File: src/rtl/regfile_wb_arbiter_pkg.sv
// Shared types and constants for the register-unit write-back path.
// Address 15 is the PC, so writes to it never reach the register array.
package regfile_pkg;

  localparam int DATA_W   = 16;
  localparam int ADDR_W   = 4;
  localparam int NUM_REGS = 1 << ADDR_W;

  localparam logic [ADDR_W-1:0] PC_REG = 4'hF;

  typedef struct packed {
    logic              valid;
    logic [ADDR_W-1:0] addr;
    logic [DATA_W-1:0] data;
  } wb_req_t;

  typedef enum logic [1:0] {
    GNT_NONE,
    GNT_ALU,
    GNT_MEM
  } grant_t;

  function automatic logic is_pc(input logic [ADDR_W-1:0] addr);
    return addr == PC_REG;
  endfunction

endpackage

File: src/rtl/regfile_wb_arbiter_if.sv
// Valid/ready handshake bundle for the two write-back requesters (ALU and load).
// The requesters use the master modport; the arbiter uses the slave modport.
interface regfile_wb_arbiter_if;
  import regfile_pkg::*;

  logic              alu_valid;
  logic [ADDR_W-1:0] alu_addr;
  logic [DATA_W-1:0] alu_data;
  logic              alu_ready;

  logic              mem_valid;
  logic [ADDR_W-1:0] mem_addr;
  logic [DATA_W-1:0] mem_data;
  logic              mem_ready;

  modport master (
    output alu_valid, alu_addr, alu_data,
    output mem_valid, mem_addr, mem_data,
    input  alu_ready, mem_ready
  );

  modport slave (
    input  alu_valid, alu_addr, alu_data,
    input  mem_valid, mem_addr, mem_data,
    output alu_ready, mem_ready
  );

endinterface

File: src/rtl/regfile_wb_arbiter_scoreboard.sv
// Pending-write scoreboard: one busy bit per register, with r15 never busy.
// A reservation and a write-back to the same register on the same edge leave it busy.
module wb_scoreboard
  import regfile_pkg::*;
(
  input  logic              clk,
  input  logic              reset,
  input  logic              set_valid,
  input  logic [ADDR_W-1:0] set_addr,
  input  logic              clr_valid,
  input  logic [ADDR_W-1:0] clr_addr,
  input  logic [ADDR_W-1:0] rs1_addr,
  input  logic [ADDR_W-1:0] rs2_addr,
  output logic              hazard
);

  logic [NUM_REGS-1:0] busy;
  logic [NUM_REGS-1:0] busy_nxt;
  logic [NUM_REGS-1:0] set_mask;
  logic [NUM_REGS-1:0] clr_mask;

  always_comb begin
    set_mask = '0;
    clr_mask = '0;
    if (set_valid && !is_pc(set_addr)) begin
      set_mask[set_addr] = 1'b1;
    end
    if (clr_valid) begin
      clr_mask[clr_addr] = 1'b1;
    end
    busy_nxt         = (busy & ~clr_mask) | set_mask;
    busy_nxt[PC_REG] = 1'b0;
  end

  always_ff @(posedge clk) begin
    if (reset) begin
      busy <= '0;
    end else begin
      busy <= busy_nxt;
    end
  end

  // The same-cycle grant is deliberately not bypassed into the hazard.
  assign hazard = busy[rs1_addr] | busy[rs2_addr];

endmodule

File: src/rtl/regfile_wb_arbiter.sv
// Shares the register unit's single write port between the ALU and load paths,
// redirects r15 writes to the PC, and reports read hazards via the scoreboard.
module regfile_wb_arbiter
  import regfile_pkg::*;
#(
  parameter int STARVE_MAX = 3
) (
  input  logic                 clk,
  input  logic                 reset,
  regfile_wb_arbiter_if.slave  wb,
  input  logic                 issue_valid,
  input  logic [ADDR_W-1:0]    issue_addr,
  input  logic [ADDR_W-1:0]    rs1_addr,
  input  logic [ADDR_W-1:0]    rs2_addr,
  output logic                 hazard,
  output logic                 we3,
  output logic [ADDR_W-1:0]    a3,
  output logic [DATA_W-1:0]    wd3,
  output logic                 pc_we,
  output logic [DATA_W-1:0]    pc_wd
);

  localparam logic [2:0] STARVE_LIM = 3'(STARVE_MAX);

  wb_req_t     alu_req;
  wb_req_t     mem_req;
  wb_req_t     win;
  grant_t      grant;
  logic [2:0]  starve_cnt;
  logic [2:0]  starve_nxt;
  logic        alu_starved;

  logic              we3_q;
  logic              pc_we_q;
  logic [ADDR_W-1:0] a3_q;
  logic [DATA_W-1:0] wd3_q;
  logic [DATA_W-1:0] pc_wd_q;

  assign alu_req = '{valid: wb.alu_valid, addr: wb.alu_addr, data: wb.alu_data};
  assign mem_req = '{valid: wb.mem_valid, addr: wb.mem_addr, data: wb.mem_data};

  assign alu_starved = (starve_cnt == STARVE_LIM);

  // Loads win by default; an ALU that has lost STARVE_MAX times in a row wins once.
  always_comb begin
    grant      = GNT_NONE;
    win        = '0;
    starve_nxt = '0;
    if (!reset) begin
      if (alu_req.valid && (!mem_req.valid || alu_starved)) begin
        grant = GNT_ALU;
        win   = alu_req;
      end else if (mem_req.valid) begin
        grant = GNT_MEM;
        win   = mem_req;
        if (alu_req.valid) begin
          starve_nxt = starve_cnt + 3'd1;
        end
      end
    end
  end

  assign wb.alu_ready = (grant == GNT_ALU);
  assign wb.mem_ready = (grant == GNT_MEM);

  always_ff @(posedge clk) begin
    if (reset) begin
      starve_cnt <= '0;
    end else begin
      starve_cnt <= starve_nxt;
    end
  end

  // Write stage: a3/wd3/pc_wd keep their last values on idle cycles.
  always_ff @(posedge clk) begin
    if (reset) begin
      we3_q   <= 1'b0;
      pc_we_q <= 1'b0;
      a3_q    <= '0;
      wd3_q   <= '0;
      pc_wd_q <= '0;
    end else begin
      we3_q   <= 1'b0;
      pc_we_q <= 1'b0;
      if (win.valid) begin
        if (is_pc(win.addr)) begin
          pc_we_q <= 1'b1;
          pc_wd_q <= win.data;
        end else begin
          we3_q <= 1'b1;
          a3_q  <= win.addr;
          wd3_q <= win.data;
        end
      end
    end
  end

  // A write held in the stage when reset rises must not commit on the next edge.
  assign we3   = we3_q & ~reset;
  assign pc_we = pc_we_q & ~reset;
  assign a3    = a3_q;
  assign wd3   = wd3_q;
  assign pc_wd = pc_wd_q;

  wb_scoreboard u_scoreboard (
    .clk       (clk),
    .reset     (reset),
    .set_valid (issue_valid),
    .set_addr  (issue_addr),
    .clr_valid (win.valid),
    .clr_addr  (win.addr),
    .rs1_addr  (rs1_addr),
    .rs2_addr  (rs2_addr),
    .hazard    (hazard)
  );

endmodule

File: src/flat_wrapper.sv
// flat-port wrapper written by rule: the top's interface ports become plain ports
module regfile_wb_arbiter_flat import regfile_pkg::*;
#(
  parameter int STARVE_MAX = 3
)
  (clk, reset, issue_valid, issue_addr, rs1_addr, rs2_addr, hazard, we3, a3, wd3, pc_we, pc_wd, wb_alu_valid, wb_alu_addr, wb_alu_data, wb_mem_valid, wb_mem_addr, wb_mem_data, wb_alu_ready, wb_mem_ready);
  regfile_wb_arbiter_if wb_i ();
  input  logic clk;
  input  logic reset;
  input  logic issue_valid;
  input  logic [ADDR_W-1:0] issue_addr;
  input  logic [ADDR_W-1:0] rs1_addr;
  input  logic [ADDR_W-1:0] rs2_addr;
  output logic hazard;
  output logic we3;
  output logic [ADDR_W-1:0] a3;
  output logic [DATA_W-1:0] wd3;
  output logic pc_we;
  output logic [DATA_W-1:0] pc_wd;
  input wire logic [$bits(wb_i.alu_valid)-1:0] wb_alu_valid;
  input wire logic [$bits(wb_i.alu_addr)-1:0] wb_alu_addr;
  input wire logic [$bits(wb_i.alu_data)-1:0] wb_alu_data;
  input wire logic [$bits(wb_i.mem_valid)-1:0] wb_mem_valid;
  input wire logic [$bits(wb_i.mem_addr)-1:0] wb_mem_addr;
  input wire logic [$bits(wb_i.mem_data)-1:0] wb_mem_data;
  output wire logic [$bits(wb_i.alu_ready)-1:0] wb_alu_ready;
  output wire logic [$bits(wb_i.mem_ready)-1:0] wb_mem_ready;
  assign wb_i.alu_valid = wb_alu_valid;
  assign wb_i.alu_addr = wb_alu_addr;
  assign wb_i.alu_data = wb_alu_data;
  assign wb_i.mem_valid = wb_mem_valid;
  assign wb_i.mem_addr = wb_mem_addr;
  assign wb_i.mem_data = wb_mem_data;
  assign wb_alu_ready = wb_i.alu_ready;
  assign wb_mem_ready = wb_i.mem_ready;
  regfile_wb_arbiter #(.STARVE_MAX(STARVE_MAX)) u_core (.clk(clk), .reset(reset), .wb(wb_i), .issue_valid(issue_valid), .issue_addr(issue_addr), .rs1_addr(rs1_addr), .rs2_addr(rs2_addr), .hazard(hazard), .we3(we3), .a3(a3), .wd3(wd3), .pc_we(pc_we), .pc_wd(pc_wd));
endmodule
File: config.mk
export PLATFORM = sky130hd
export DESIGN_NAME = regfile_wb_arbiter_flat
export DESIGN_NICKNAME = d
export VERILOG_FILES = /design/src/rtl/regfile_wb_arbiter_pkg.sv /design/src/rtl/regfile_wb_arbiter_if.sv /design/src/rtl/regfile_wb_arbiter_scoreboard.sv /design/src/rtl/regfile_wb_arbiter.sv /design/src/flat_wrapper.sv
export SDC_FILE = /design/constraint.sdc
export NUM_CORES = 1
export LEC_CHECK = 0
export BUFFER_PORTS_ARGS = -buffer_cell sky130_fd_sc_hd__buf_2
export CAP_MARGIN = 20
export CORE_ASPECT_RATIO = 0.8
export CORE_UTILIZATION = 50
export DETAILED_ROUTE_END_ITERATION = 10
export PLACE_DENSITY = 0.86
export SETUP_SLACK_MARGIN = 0.2
export SYNTH_ARGS = -nofsm -noshare
export SYNTH_HDL_FRONTEND = slang
export SYNTH_SLANG_ARGS = --single-unit
File: constraint.sdc
create_clock -name clk -period 2.5 [get_ports clk]
set_input_delay 0.5 -clock clk [delete_from_list [all_inputs] [get_ports clk]]
set_output_delay 0.5 -clock clk [all_outputs]
set_load 0.02 [all_outputs]
---- Yosys cells after proc, flatten, opt, wreduce, memory -nomap -nowiden ----
Index checks and enable logic that the tools add are counted.
operators by class
  add/sub/neg operators ................... 1
  $lt $le $gt $ge ......................... 6
  equality and inequality tests ........... 5
  multiplexer cells ....................... 18
  bitwise logic cells ..................... 11
  reduce and logical (&&, ||, !) cells .... 11
operator list
  kind                                                                number
  2-to-1 mux 21 bit                                                   3
  2-to-1 mux 15 bit                                                   2
  less-than comparator 4 x 5 -> 1 bit (second input constant)         4
  AND 15 bit                                                          1
  inverter 15 bit                                                     1
  OR 15 bit                                                           1
  binary-select mux 1 bit (select 4 bit)                              2
  demux 1 bit (select 4 bit)                                          2
  == test 4 bit (second input constant)                               2
  greater-or-equal comparator 4 x 1 -> 1 bit (second input constant)  2
  2-to-1 mux 1 bit                                                    6
  2-to-1 mux 2 bit                                                    3
  inverter 1 bit                                                      5
  logical AND 1 bit                                                   4
  AND reduction 2 bit                                                 2
  OR reduction 4 bit                                                  1
  adder 3 x 1 -> 3 bit (second input constant)                        1
  == test 3 x 2 -> 1 bit (second input constant)                      1
  AND 1 bit                                                           2
  == test 2 x 1 -> 1 bit (second input constant)                      1
  == test 2 bit (second input constant)                               1
  logical NOT 1 bit                                                   2
  OR reduction 2 bit                                                  1
  logical OR 1 bit                                                    1
  OR 1 bit                                                            1
word-level totals
  register bits ........................... 56
  output and inout port bits .............. 41
  logic and storage cells ................. 59

---- Logic depth before layout (Yosys ltp) ----
Gate-level depths: netlist of the first run.
  depth after elaboration ................. 13
  mapped depth ............................ 9

---- Modules after synthesis ----
From an unflattened synthesis of the first run, not the netlist that was laid out.
second synthesis, totals
  cell total of the unflattened synthesis .. 276
  area, all modules ....................... 2667.6 um^2
modules (own cells, without submodules)
  module              instances  cells an instance  area an instance (um^2)  seq. area each (um^2)
  regfile_wb_arbiter  1          177                1800.5                   820.8
  wb_scoreboard       1          99                 867.1                    300.3

---- Least setup slack after synthesis of the first run ----
Ideal clock, no wire load.
  kind .................................... reg2out
  start ................................... reg u_core.starve_cnt[0]
  end ..................................... out wb_mem_ready
  arrival ................................. 1.642 ns
  slack ................................... 0.358 ns
  cell stages (with the launch flop) ...... 7
  path buffers ............................ 2
  path through ............................ dfxtp_1 > ha_1 > ha_1 > a21boi_4 > and2_1 > buf_2 > buf_1
between the ends
  word-level cells in the longest chain between the ends .. 6
RTL lines
  what                    line                      RTL
  start, declared         regfile_wb_arbiter.sv:29  logic [2:0] starve_cnt;
  start signal, assigned  regfile_wb_arbiter.sv:70  starve_cnt <= starve_nxt;
  == test 3 x 2 -> 1 bit  regfile_wb_arbiter.sv:42  assign alu_starved = (starve_cnt == STARVE_LIM);
  logical OR 1 bit        regfile_wb_arbiter.sv:50  if (alu_req.valid && (!mem_req.valid || alu_starved)) begin
  logical AND 1 bit       regfile_wb_arbiter.sv:50
  2-to-1 mux 2 bit        regfile_wb_arbiter.sv:50
  2-to-1 mux 2 bit        regfile_wb_arbiter.sv:49  if (!reset) begin
  == test 2 bit           regfile_wb_arbiter.sv:64  assign wb.mem_ready = (grant == GNT_MEM);
  end, declared           flat_wrapper.sv:27        output wire logic [$bits(wb_i.mem_ready)-1:0] wb_mem_ready;
Every way passes these cells.

---- Final worst setup path of the first run ----
  start ................................... reg u_core.starve_cnt[0]
  end ..................................... reg u_core.wd3_q[13], in the netlist u_core.wd3[13]
between the ends
  word-level cells in the longest chain between the ends .. 8
RTL lines
  what                           line                          RTL
  == test 3 x 2 -> 1 bit *       regfile_wb_arbiter.sv:42
  logical OR 1 bit *             regfile_wb_arbiter.sv:50
  logical AND 1 bit *            regfile_wb_arbiter.sv:50
  2-to-1 mux 21 bit *            regfile_wb_arbiter.sv:50
  2-to-1 mux 21 bit *            regfile_wb_arbiter.sv:49
  == test 4 bit                  regfile_wb_arbiter_pkg.sv:24  return addr == PC_REG;
  inverter 1 bit (no line)       n/a
  AND reduction 2 bit (no line)  n/a
  end signal, assigned           regfile_wb_arbiter.sv:92      wd3_q <= win.data;
  end, declared                  regfile_wb_arbiter.sv:36      logic [DATA_W-1:0] wd3_q;
Every way passes the cells marked *; elsewhere a longest branch is shown, timed or not.
A chain may end at the register's enable or synchronous reset.

==> impl_results.md, run 1 <==
- Synth area leader: dfxtp_1
- Post-synth top area share: 40.1%
- Net Sw Frac: 29.8%
- Ys flop type: dfxtp_1
- Maximum clock frequency: 0.444 GHz
- Drt pass-1 iters: 5
- Die extent in y: 68.9 µm
- Row count: 23
- Status: completed
- CTS buffer count: 5
- Diodes inserted: 0
- Area delta synth->final: 26.9%
- Die span in x: 85.6 µm
- Crit start category: flip-flop
- Worst-skew pair later-pin latency: 0.32 ns
- RSZ-0062 raised after global routing: false
- Syn Std Cell Area: between 2000 and 3000 µm²
- Setup Slack @ Placement: 0.195 ns
- DRT iter0 DRCs: between 200 and 250
- Min cycle time layout: 2.25 ns
- Max-slew violations: 0
- TritonCTS clock tree: built
- Vias per cell: between 6 and 7
- Syn avg cell area: around 10 µm²
- Initial antenna violation count: 0
- Critical-path cell list: ha_1, ha_2, nand2b_4, buf_4, a32o_2, a41oi_4, clkbuf_16, nor2_1, a211oi_2
- HPWL Detailed: 5.16 mm
- Max Cap Viol: 0
- Htree depth: 2
- Crit Path Category: reg -> reg
- Via count: between 2,000 and 3,000
- Seq cells post-synth: 56
- CP max FO: 9
- Slowest CP cell: dfxtp_1
- CP max stage delay: ~0.34 ns
- First-pass GRT wire length: 11.4 mm
- HP Class: reg -> reg
- Final WS setup: 0.246 ns
- Nets: 433
- DR DRC count: 0
- Post-synth cell types: 41
- Commonest non-fill, non-tap cell in the layout: buf_2
- Buf/Inv on CP: 2
- IO Pins: 98
- Total negative setup slack: 0 ns
- I/O Buffers: 97
- Tightest Pin Transition: 0.740 ns
- VDD IR-drop max: 0.298 mV
- Cells after synthesis: 275
- Clk pwr share: between 20% and 30%
- Max Buffers Root-to-Sink: 2
- Total grt overflow: 0
- Initial Util: 54.0%
- Final core area utilization: 68.5%
- Syn_nets: 334
- Total track usage: 25.1%
- Routed wire length: 7.54 mm
- Final count of hold timing violations: 0
- Post-synth ARST share: 0%
- Slew headroom: 50.5%
- Clock transition at path regs: around 0.11 ns
- Setup violators final: 0
- Layout Cells excl Fill: 437
- Worst EP arrival: 2.49 ns
- Die ar.: slightly below 6000 µm²
- Register area share after synthesis: 40.1%
- Sequential share of power: 52.1%
- Internal power: 1.26 mW
- Filler cells: between 300 and 400
- Largest net degree at the start of global routing: 35
- Global placer's final weighted congestion: 0.902
- WL/cell: about 17 µm
- Fin crit share: between 90% and 100%
- Vias in the first global route: approximately 2,400
- Placed cell count: roughly 420
- Clk root buf: clkbuf_8
- Share of cells above drive strength 1: 49.9%
- Ys Warns: 0
- Ranking of synthesized cells by area: dfxtp_1 (40%), a211oi_2 (12%), mux4_2 (4.8%)
- ANT nets after route: 0
- Clock Skew: 0.0121 ns
- Core area: 5180 µm²
- CP Capture Type: flip-flop
- EDFF count, synth: 0
- Pleak: 1.46 nW
- CP Data Required Time: 2.74 ns
- Clk sinks: 56
- Commonest non-fill, non-tap cells in the layout: buf_2 (96), dfxtp_1 (56), a211oi_2 (27)
- CP top delay family: compound AO/OA/AOI/OAI gates
- # hold bufs at CTS: 0
- Combinational power share: 18.4%
- Pwr dens: between 500 and 600 nW/µm²
- P_sw: 537 µW
[state kept, by name (all words and copies together) (netlist names)]
name and cells:
u_core.a3 4, u_core.pc_wd 16, u_core.pc_we_q 1, u_core.starve_cnt 3, u_core.u_scoreboard.busy 15, u_core.wd3 16
u_core.we3_q 1
[per-layer routing]
layer,global-route usage [%],vias to the layer above,routed length (µm)
met5,0,-,0
met4,9.79,0,273
met3,7.02,42,576
met2,39.4,135,3400
met1,33.3,1226,3290
li1,-,1235,-
[final timing paths]
path | start | to | slack, ns | cells past startpoint
worst min register to register | u_core.starve_cnt[0] | u_core.starve_cnt[0] | 0.45 | 1
worst max register to register | u_core.starve_cnt[0] | u_core.wd3[13] | 0.25 | 9
worst min-delay path | u_core.starve_cnt[0] | u_core.starve_cnt[0] | 0.45 | 1
worst max-delay path | u_core.starve_cnt[0] | u_core.wd3[13] | 0.25 | 9
[worst register-to-register path: stages (launching register included)]
cell	delay, ns
dfxtp_1	0.34
ha_1	0.19
ha_2	0.19
nand2b_4	0.17
buf_4	0.16
a32o_2	0.31
a41oi_4	0.32
clkbuf_16	0.23
nor2_1	0.06
a211oi_2	0.20
[cell families (layout without fill, tap and decap cells)]
kind of cell    Yosys count  in the layout  synth area share (%)
compound gates           94             94                  31.0
simple gates             87             87                  16.1
flops                    56             56                  40.1
buf+inv                  26            126                  5.64
mux                      10             10                  6.27
fa+ha+maj                 2              2                 0.895
[per-stage QoR]
stage | power, mW | hold slack, ns | cell area [µm²]
2_1_floorplan | 1.14 | 0.397 | 2800
3_3_place_gp | 1.25 | 0.404 | 3320
3_5_place_dp | 1.25 | 0.422 | 3320
4_1_cts | 1.78 | 0.446 | 3470
5_1_grt | 1.86 | 0.475 | 3550
6_report | 1.80 | 0.446 | 3550
[power by group through the flow]
stage,Combinational (mW),Clock (mW),Sequential (mW)
floorplan,0.161,0,0.981
global placement,0.290,0,0.957
detailed placement,0.296,0,0.957
CTS,0.309,0.529,0.937
global route,0.353,0.564,0.941
finish,0.330,0.531,0.938
[area by class of cell]
| cell class | count | area, µm² | area share [%] |
|---|---|---|---|
| well taps | 62 | 77.6 | 2.19 |
| repair buffers | 110 | 669 | 18.9 |
| clock inverters | 3 | 27.5 | 0.776 |
| flip-flops and latches | 56 | 1120 | 31.6 |
| clock buffers | 5 | 68.8 | 1.94 |
| multi-input cells | 193 | 1550 | 43.8 |
| inverters | 8 | 30.0 | 0.846 |
[cell usage after synthesis (all sizes together) (3+ instances only)]
library cell / instances
a211oi: 32
a21oi: 9
a22oi: 16
a32o: 4
a32oi: 4
buf: 13
clkbuf: 5
dfxtp: 56
inv: 7
mux2i: 4
mux4: 6
nand2: 21
nand3: 3
nor2: 41
nor2b: 12
o211ai: 3
o21ai: 11
o221a: 4
o32ai: 4
[timing repair]
item,4_1_cts,5_1_grt
setup buffers,1,1
gates resized for setup,5,7
pin swaps,1,2
endpoints found under the hold margin,0,0
gates cloned,1,2
endpoints found under the setup margin,11,11
Note: power is estimated with default switching activity, not from simulation.
==> run 2: changes to the inputs <==
CORE_UTILIZATION = 45   (was 50)
PLACE_DENSITY = 0.79   (was 0.86)
SETUP_SLACK_MARGIN = 0.15   (was 0.2)
==> impl_results.md, run 2 (synthesized netlist as in run 1, its figures left out) <==
- Status: completed (unchanged)
- Filler cells: 509 (was 396)
- WL/cell: 16.5 µm (was 17.3 µm)
- Pleak: 1.44 nW (was 1.46 nW)
- Row count: 25 (was 23)
- Final WS setup: 0.218 ns (was 0.246 ns)
- CTS buffer count: 5 (unchanged)
- Share of cells above drive strength 1: 48.9% (was 49.9%)
- Crit Path Category: reg -> out (was reg -> reg)
- Routed wire length: 7.50 mm (was 7.54 mm)
- Footprint of the multi-input gates: 1580 µm² (was 1550 µm²)
- Placed cell count: 445 (was 424)
- Reg area: 1120 µm² (unchanged)
- Crit start category: flip-flop (unchanged)
- TritonCTS clock tree: built (unchanged)
- Drt pass-1 iters: 4 (was 5)
- Setup violators final: 0 (unchanged)
- Die span in x: 90.1 µm (was 85.6 µm)
- Critical-path cell list: ha_1, ha_1, nand2b_4, and3_4, buf_2 (was ha_1, ha_2, nand2b_4, buf_4, a32o_2, a41oi_4, clkbuf_16, nor2_1, a211oi_2)
- Core area: 5940 µm² (was 5180 µm²)
- Global placer's final weighted congestion: 0.942 (was 0.902)
- Min cycle time layout: 2.28 ns (was 2.25 ns)
- Fin crit share: 91.3% (was 90.2%)
- HPWL Detailed: 5.43 mm (was 5.16 mm)
- Diodes inserted: 0 (unchanged)
- Commonest non-fill, non-tap cell in the layout: buf_2 (unchanged)
- CP max stage delay: 0.35 ns (was 0.34 ns)
- Clock Skew: 0.00451 ns (was 0.0121 ns)
- Die extent in y: 72.5 µm (was 68.9 µm)
- CP max FO: 10 (was 9)
- Total negative setup slack: 0 ns (unchanged)
- Largest net degree at the start of global routing: 35 (unchanged)
- CP Data Required Time: 2.00 ns (was 2.74 ns)
- I/O Buffers: 97 (unchanged)
- Clk sinks: 56 (unchanged)
- Worst-skew pair later-pin latency: 0.31 ns (was 0.32 ns)
- Commonest non-fill, non-tap cells in the layout: buf_2 (97), dfxtp_1 (56), a211oi_2 (26) (was buf_2 (96), dfxtp_1 (56), a211oi_2 (27))
- VDD IR-drop max: 0.327 mV (was 0.298 mV)
- Flop-to-flop setup slack: 0.28 ns (was 0.25 ns)
- R2r endpoint: u_core.wd3[0] (was u_core.wd3[13])
- IO Pins: 98 (unchanged)
- Vias per cell: 5.69 (was 6.04)
- Initial Util: 47.0% (was 54.0%)
- Clock transition at path regs: 0.09 ns (was 0.11 ns)
- Tightest Pin Transition: 0.452 ns (was 0.740 ns)
- Clk root buf: clkbuf_8 (unchanged)
- Power Total: 1.94 mW (was 1.80 mW)
- Setup Slack @ Placement: 0.197 ns (was 0.195 ns)
- Layout Cells excl Fill: 453 (was 437)
- DR DRC count: 0 (unchanged)
- Reg-to-reg startpoint: u_core.starve_cnt[0] (unchanged)
- CP Capture Type: output port (was flip-flop)
- Htree depth: 2 (unchanged)
- Maximum clock frequency: 0.438 GHz (was 0.444 GHz)
- Slew headroom: 69.8% (was 50.5%)
- Hold Path Cell Cnt: 1 (unchanged)
- Max Buffers Root-to-Sink: 2 (unchanged)
- Vias in the first global route: 2,472 (was 2,389)
- Worst EP arrival: 1.78 ns (was 2.49 ns)
- Max Cap Viol: 0 (unchanged)
- Slowest CP cell: dfxtp_1 (unchanged)
- Nets: 431 (was 433)
- Total grt overflow: 0 (unchanged)
- # hold bufs at CTS: 0 (unchanged)
- ANT nets after route: 0 (unchanged)
- RSZ-0062 raised after global routing: false (unchanged)
- DRT iter0 DRCs: 276 (was 241)
- Hold worst-path end: u_core.starve_cnt[0] (unchanged)
- Final count of hold timing violations: 0 (unchanged)
- CP most frequent cell: ha_1
- Total track usage: 22.7% (was 25.1%)
- Final core area utilization: 59.9% (was 68.5%)
- Reg2reg path depth: 8 (was 9)
- Die ar.: 6530 µm² (was 5900 µm²)
- First-pass GRT wire length: 11.8 mm (was 11.4 mm)
- Hold Crit Start: u_core.starve_cnt[0] (unchanged)
- Max-slew violations: 0 (unchanged)
- HP Class: reg -> reg (unchanged)
- Via count: 2,576 (was 2,638)
- Initial antenna violation count: 0 (unchanged)
- Area delta synth->final: 27.4% (was 26.9%)
- Pwr dens: 544 nW/µm² (was 507 nW/µm²)
run 2: changes by cell type in the layout (fill, tap and decap cells not counted), sizes merged:
| cell | change |
|---|---|
| clkinvlp | -1 |
| inv | -1 |
| buf | +1 |
| bufinv | +2 |
| clkinv | -1 |
| clkbuf | -3 |
run 2: stage by stage:
stage,hold slack (ns),cell area (µm²)
after detailed placement,0.420,3350
after global placement,0.406,3350
after global routing,0.440,3560
after CTS,0.434,3490
final,0.436,3560
after floorplan,0.397,2800
run 2: worst max path at each step:
stage,from,end,slack [ns],cells past startpoint
4_1_cts,u_core.starve_cnt[0],wb_alu_ready,0.22,5
5_1_grt,u_core.starve_cnt[0],u_core.pc_wd[15],0.18,9
3_5_place_dp,u_core.starve_cnt[0],u_core.u_scoreboard.busy[12],0.20,7
2_1_floorplan,u_core.starve_cnt[0],wb_mem_ready,0.36,6
6_report,u_core.starve_cnt[0],wb_alu_ready,0.22,5
3_3_place_gp,rs1_addr[0],hazard,0.31,6
run 2: what timing repair did:
item,4_1_cts,5_1_grt
endpoints found under the setup margin,1,13
pin swaps,0,2
buffers inserted,0,1
resized for setup,3,7
run 2: power by group:
part | switching, mW | leakage (nW) | internal [mW] | total (mW)
Combinational | 0.193 | 0.919 | 0.128 | 0.321
Clock | 0.285 | 0.0642 | 0.394 | 0.679
Sequential | 0.0183 | 0.456 | 0.920 | 0.938
run 2: critical path: cells and delay by family (launching register included):
family | cells | cell delay [ns]
DFF | 1 | 0.35
and+or+nand+nor | 2 | 0.54
adders and majority gates | 2 | 0.39
buffers and inverters | 1 | 0.19
run 2: area by class of cell:
class                   count  share of cell area, %
inverters                   8                  0.843
clock buffers               5                   1.93
repair buffers            108                   17.0
well taps                  81                   2.85
flip-flops and latches     56                   31.5
clock inverters             2                   1.69
multi-input cells         193                   44.2
run 2: per-layer routing:
layer | vias up | wire length (µm) | global-route usage [%]
met2 | 117 | 3520 | 37.3
met1 | 1214 | 3240 | 29.8
met4 | 0 | 130 | 7.17
met3 | 15 | 608 | 5.56
li1 | 1230 | - | -
met5 | - | 0 | 0
==> run 3: changes to the inputs <==
TNS_END_PERCENT = 20   (was unset)
clock period = 2.15 ns   (was 2.5 ns; I/O delays follow)
==> impl_results.md, run 3 (synthesized netlist as in run 1, its figures left out) <==
- Total grt overflow: 0 (unchanged)
- Nets: 451 (was 431)
- DR DRC count: 0 (unchanged)
- Vias per cell: 6.09 (was 5.69)
- Die ar.: 6530 µm² (unchanged)
- Total track usage: 25.9% (was 22.7%)
- Global placer's final weighted congestion: 0.915 (was 0.942)
- Die span in x: 90.1 µm (unchanged)
- Largest net degree at the start of global routing: 35 (unchanged)
- CP max stage delay: 0.35 ns (about the same)
- ANT nets after route: 0 (unchanged)
- Share of cells above drive strength 1: 57.7% (was 48.9%)
- Routed wire length: 9.13 mm (was 7.50 mm)
- Hold Slack: 0.421 ns (was 0.436 ns)
- CP Capture Type: output port (unchanged)
- CP Data Required Time: 1.72 ns (was 2.00 ns)
- Clock transition at path regs: 0.10 ns (was 0.09 ns)
- Worst-skew pair later-pin latency: 0.32 ns (was 0.31 ns)
- IO Pins: 98 (unchanged)
- Clk sinks: 56 (unchanged)
- VDD IR-drop max: 0.370 mV (was 0.327 mV)
- CP max FO: 5 (was 10)
- Via count: 2,880 (was 2,576)
- Final WS setup: -0.00550 ns (was 0.218 ns)
- Crit start category: flip-flop (unchanged)
- Slew headroom: 63.1% (was 69.8%)
- Buf/Inv on CP: 2 (was 1)
- Min cycle time layout: 2.16 ns
- Diodes inserted: 0 (unchanged)
- Crit Path Category: reg -> out (unchanged)
- Footprint of the multi-input gates: 1710 µm² (was 1580 µm²)
- WL/cell: 19.3 µm (was 16.5 µm)
- CTS buffer count: 5 (unchanged)
- Max Buffers Root-to-Sink: 2 (unchanged)
- Vias in the first global route: 2,651 (was 2,472)
- Htree depth: 2 (unchanged)
- Final count of hold timing violations: 0 (unchanged)
- Slowest CP cell: dfxtp_2 (was dfxtp_1)
- Max Cap Viol: 0 (unchanged)
- Critical-path cell list: ha_4, ha_4, a21boi_4, buf_6, and2_4, buf_6 (was ha_1, ha_1, nand2b_4, and3_4, buf_2)
- # hold bufs at CTS: 0 (unchanged)
- Worst EP arrival: 1.73 ns (was 1.78 ns)
- Failing checks: negative setup slack
- CP top delay family: flip-flops (was simple AND/OR/NAND/NOR gates)
- Drt pass-1 iters: 8 (was 4)
- Core area: 5940 µm² (unchanged)
- Pleak: 1.60 nW (was 1.44 nW)
- I/O Buffers: 97 (unchanged)
- Filler cells: 432 (was 509)
- Die extent in y: 72.5 µm (unchanged)
- Reg area: 1130 µm² (was 1120 µm²)
- Clock Skew: 0.00928 ns (was 0.00451 ns)
- Tightest Pin Transition: 0.553 ns (was 0.452 ns)
- Pwr dens: 588 nW/µm² (was 544 nW/µm²)
- Setup violators final: 1 (was 0)
- RSZ-0062 raised after global routing: true (was false)
- Initial antenna violation count: 0 (unchanged)
- Commonest non-fill, non-tap cell in the layout: buf_2 (unchanged)
- HPWL Detailed: 5.57 mm (was 5.43 mm)
- Area delta synth->final: 41.7% (was 27.4%)
- Initial Util: 47.0% (unchanged)
- DRT iter0 DRCs: 359 (was 276)
- Row count: 25 (unchanged)
- Clk root buf: clkbuf_8 (unchanged)
- TritonCTS clock tree: built (unchanged)
- Maximum clock frequency: around 0.46 GHz
- Status: complete, but fails checks (was completed)
- Commonest non-fill, non-tap cells in the layout: buf_2 (95), dfxtp_1 (52), a211oi_2 (32) (was buf_2 (97), dfxtp_1 (56), a211oi_2 (26))
- Power Total: 2.33 mW (was 1.94 mW)
- First-pass GRT wire length: 13.2 mm (was 11.8 mm)
- HP Class: in -> reg (was reg -> reg)
- Max-slew violations: 0 (unchanged)
- Fin crit share: 100%
run 3: power breakdown:
group,switching (mW),leakage (nW),internal (mW)
clock,0.354,0.0642,0.459
sequential,0.0224,0.458,1.07
combinational,0.251,1.08,0.173
total,0.627,1.60,1.70
run 3: per-layer routing:
layer  share of wire, %  wire length (µm)  track usage (%)
met1                 42              3870             34.8
met2                 45              4120             40.5
met3                9.1               834             6.50
met4                3.3               305             10.2
met5                  0                 0                0
run 3: path summary, 6_finish.rpt:
path | startpoint | end | slack (ns) | cells past startpoint
max | u_core.starve_cnt[0] | wb_mem_ready | -0.005 | 6
min | issue_addr[2] | u_core.u_scoreboard.busy[8] | 0.42 | 2
max reg2reg | u_core.starve_cnt[0] | u_core.pc_wd[13] | 0 | 9
min reg2reg | u_core.starve_cnt[0] | u_core.starve_cnt[0] | 0.46 | 1
run 3: layout make-up:
cell class	instances	share of cell area (%)
multi-input combinational	194	43.1
sequential	56	28.4
timing repair buffer	127	21.9
tap	81	2.56
clock buffer	5	1.74
clock inverter	2	1.52
inverter	8	0.758
run 3: timing repair:
| action | in CTS | in global routing |
|---|---|---|
| resized for setup | 16 | 34 |
| gates cloned | 4 | 2 |
| buffers inserted | 7 | 4 |
| endpoints found under the setup margin | 37 | 47 |
| pin swaps | 6 | 32 |
run 3: metrics by stage:
| stage | utilization [%] | setup TNS [ns] | std cells | cell area [µm²] | setup WS [ns] |
|---|---|---|---|---|---|
| 2_1_floorplan | - | 0 | 275 | 2820 | 0.159 |
| 3_3_place_gp | 57.4 | 0 | 449 | 3410 | 0.0944 |
| 3_5_place_dp | 57.4 | 0 | 449 | 3410 | 0.0237 |
| 4_1_cts | 63.2 | 0 | 467 | 3760 | 0.0478 |
| 5_1_grt | 66.7 | -0.554 | 473 | 3960 | -0.0565 |
| 6_report | 66.7 | -0.00550 | 473 | 3960 | -0.00550 |
run 3: worst register-to-register path: cells and delay by family (launching register included):
| kind | cells | cell delay, ns |
|---|---|---|
| AO/OA/AOI/OAI | 3 | 0.50 |
| adder cells (fa/ha/maj) | 2 | 0.34 |
| buffers and inverters | 3 | 0.51 |
| flip-flops | 1 | 0.35 |
| AND/OR/NAND/NOR | 1 | 0.32 |
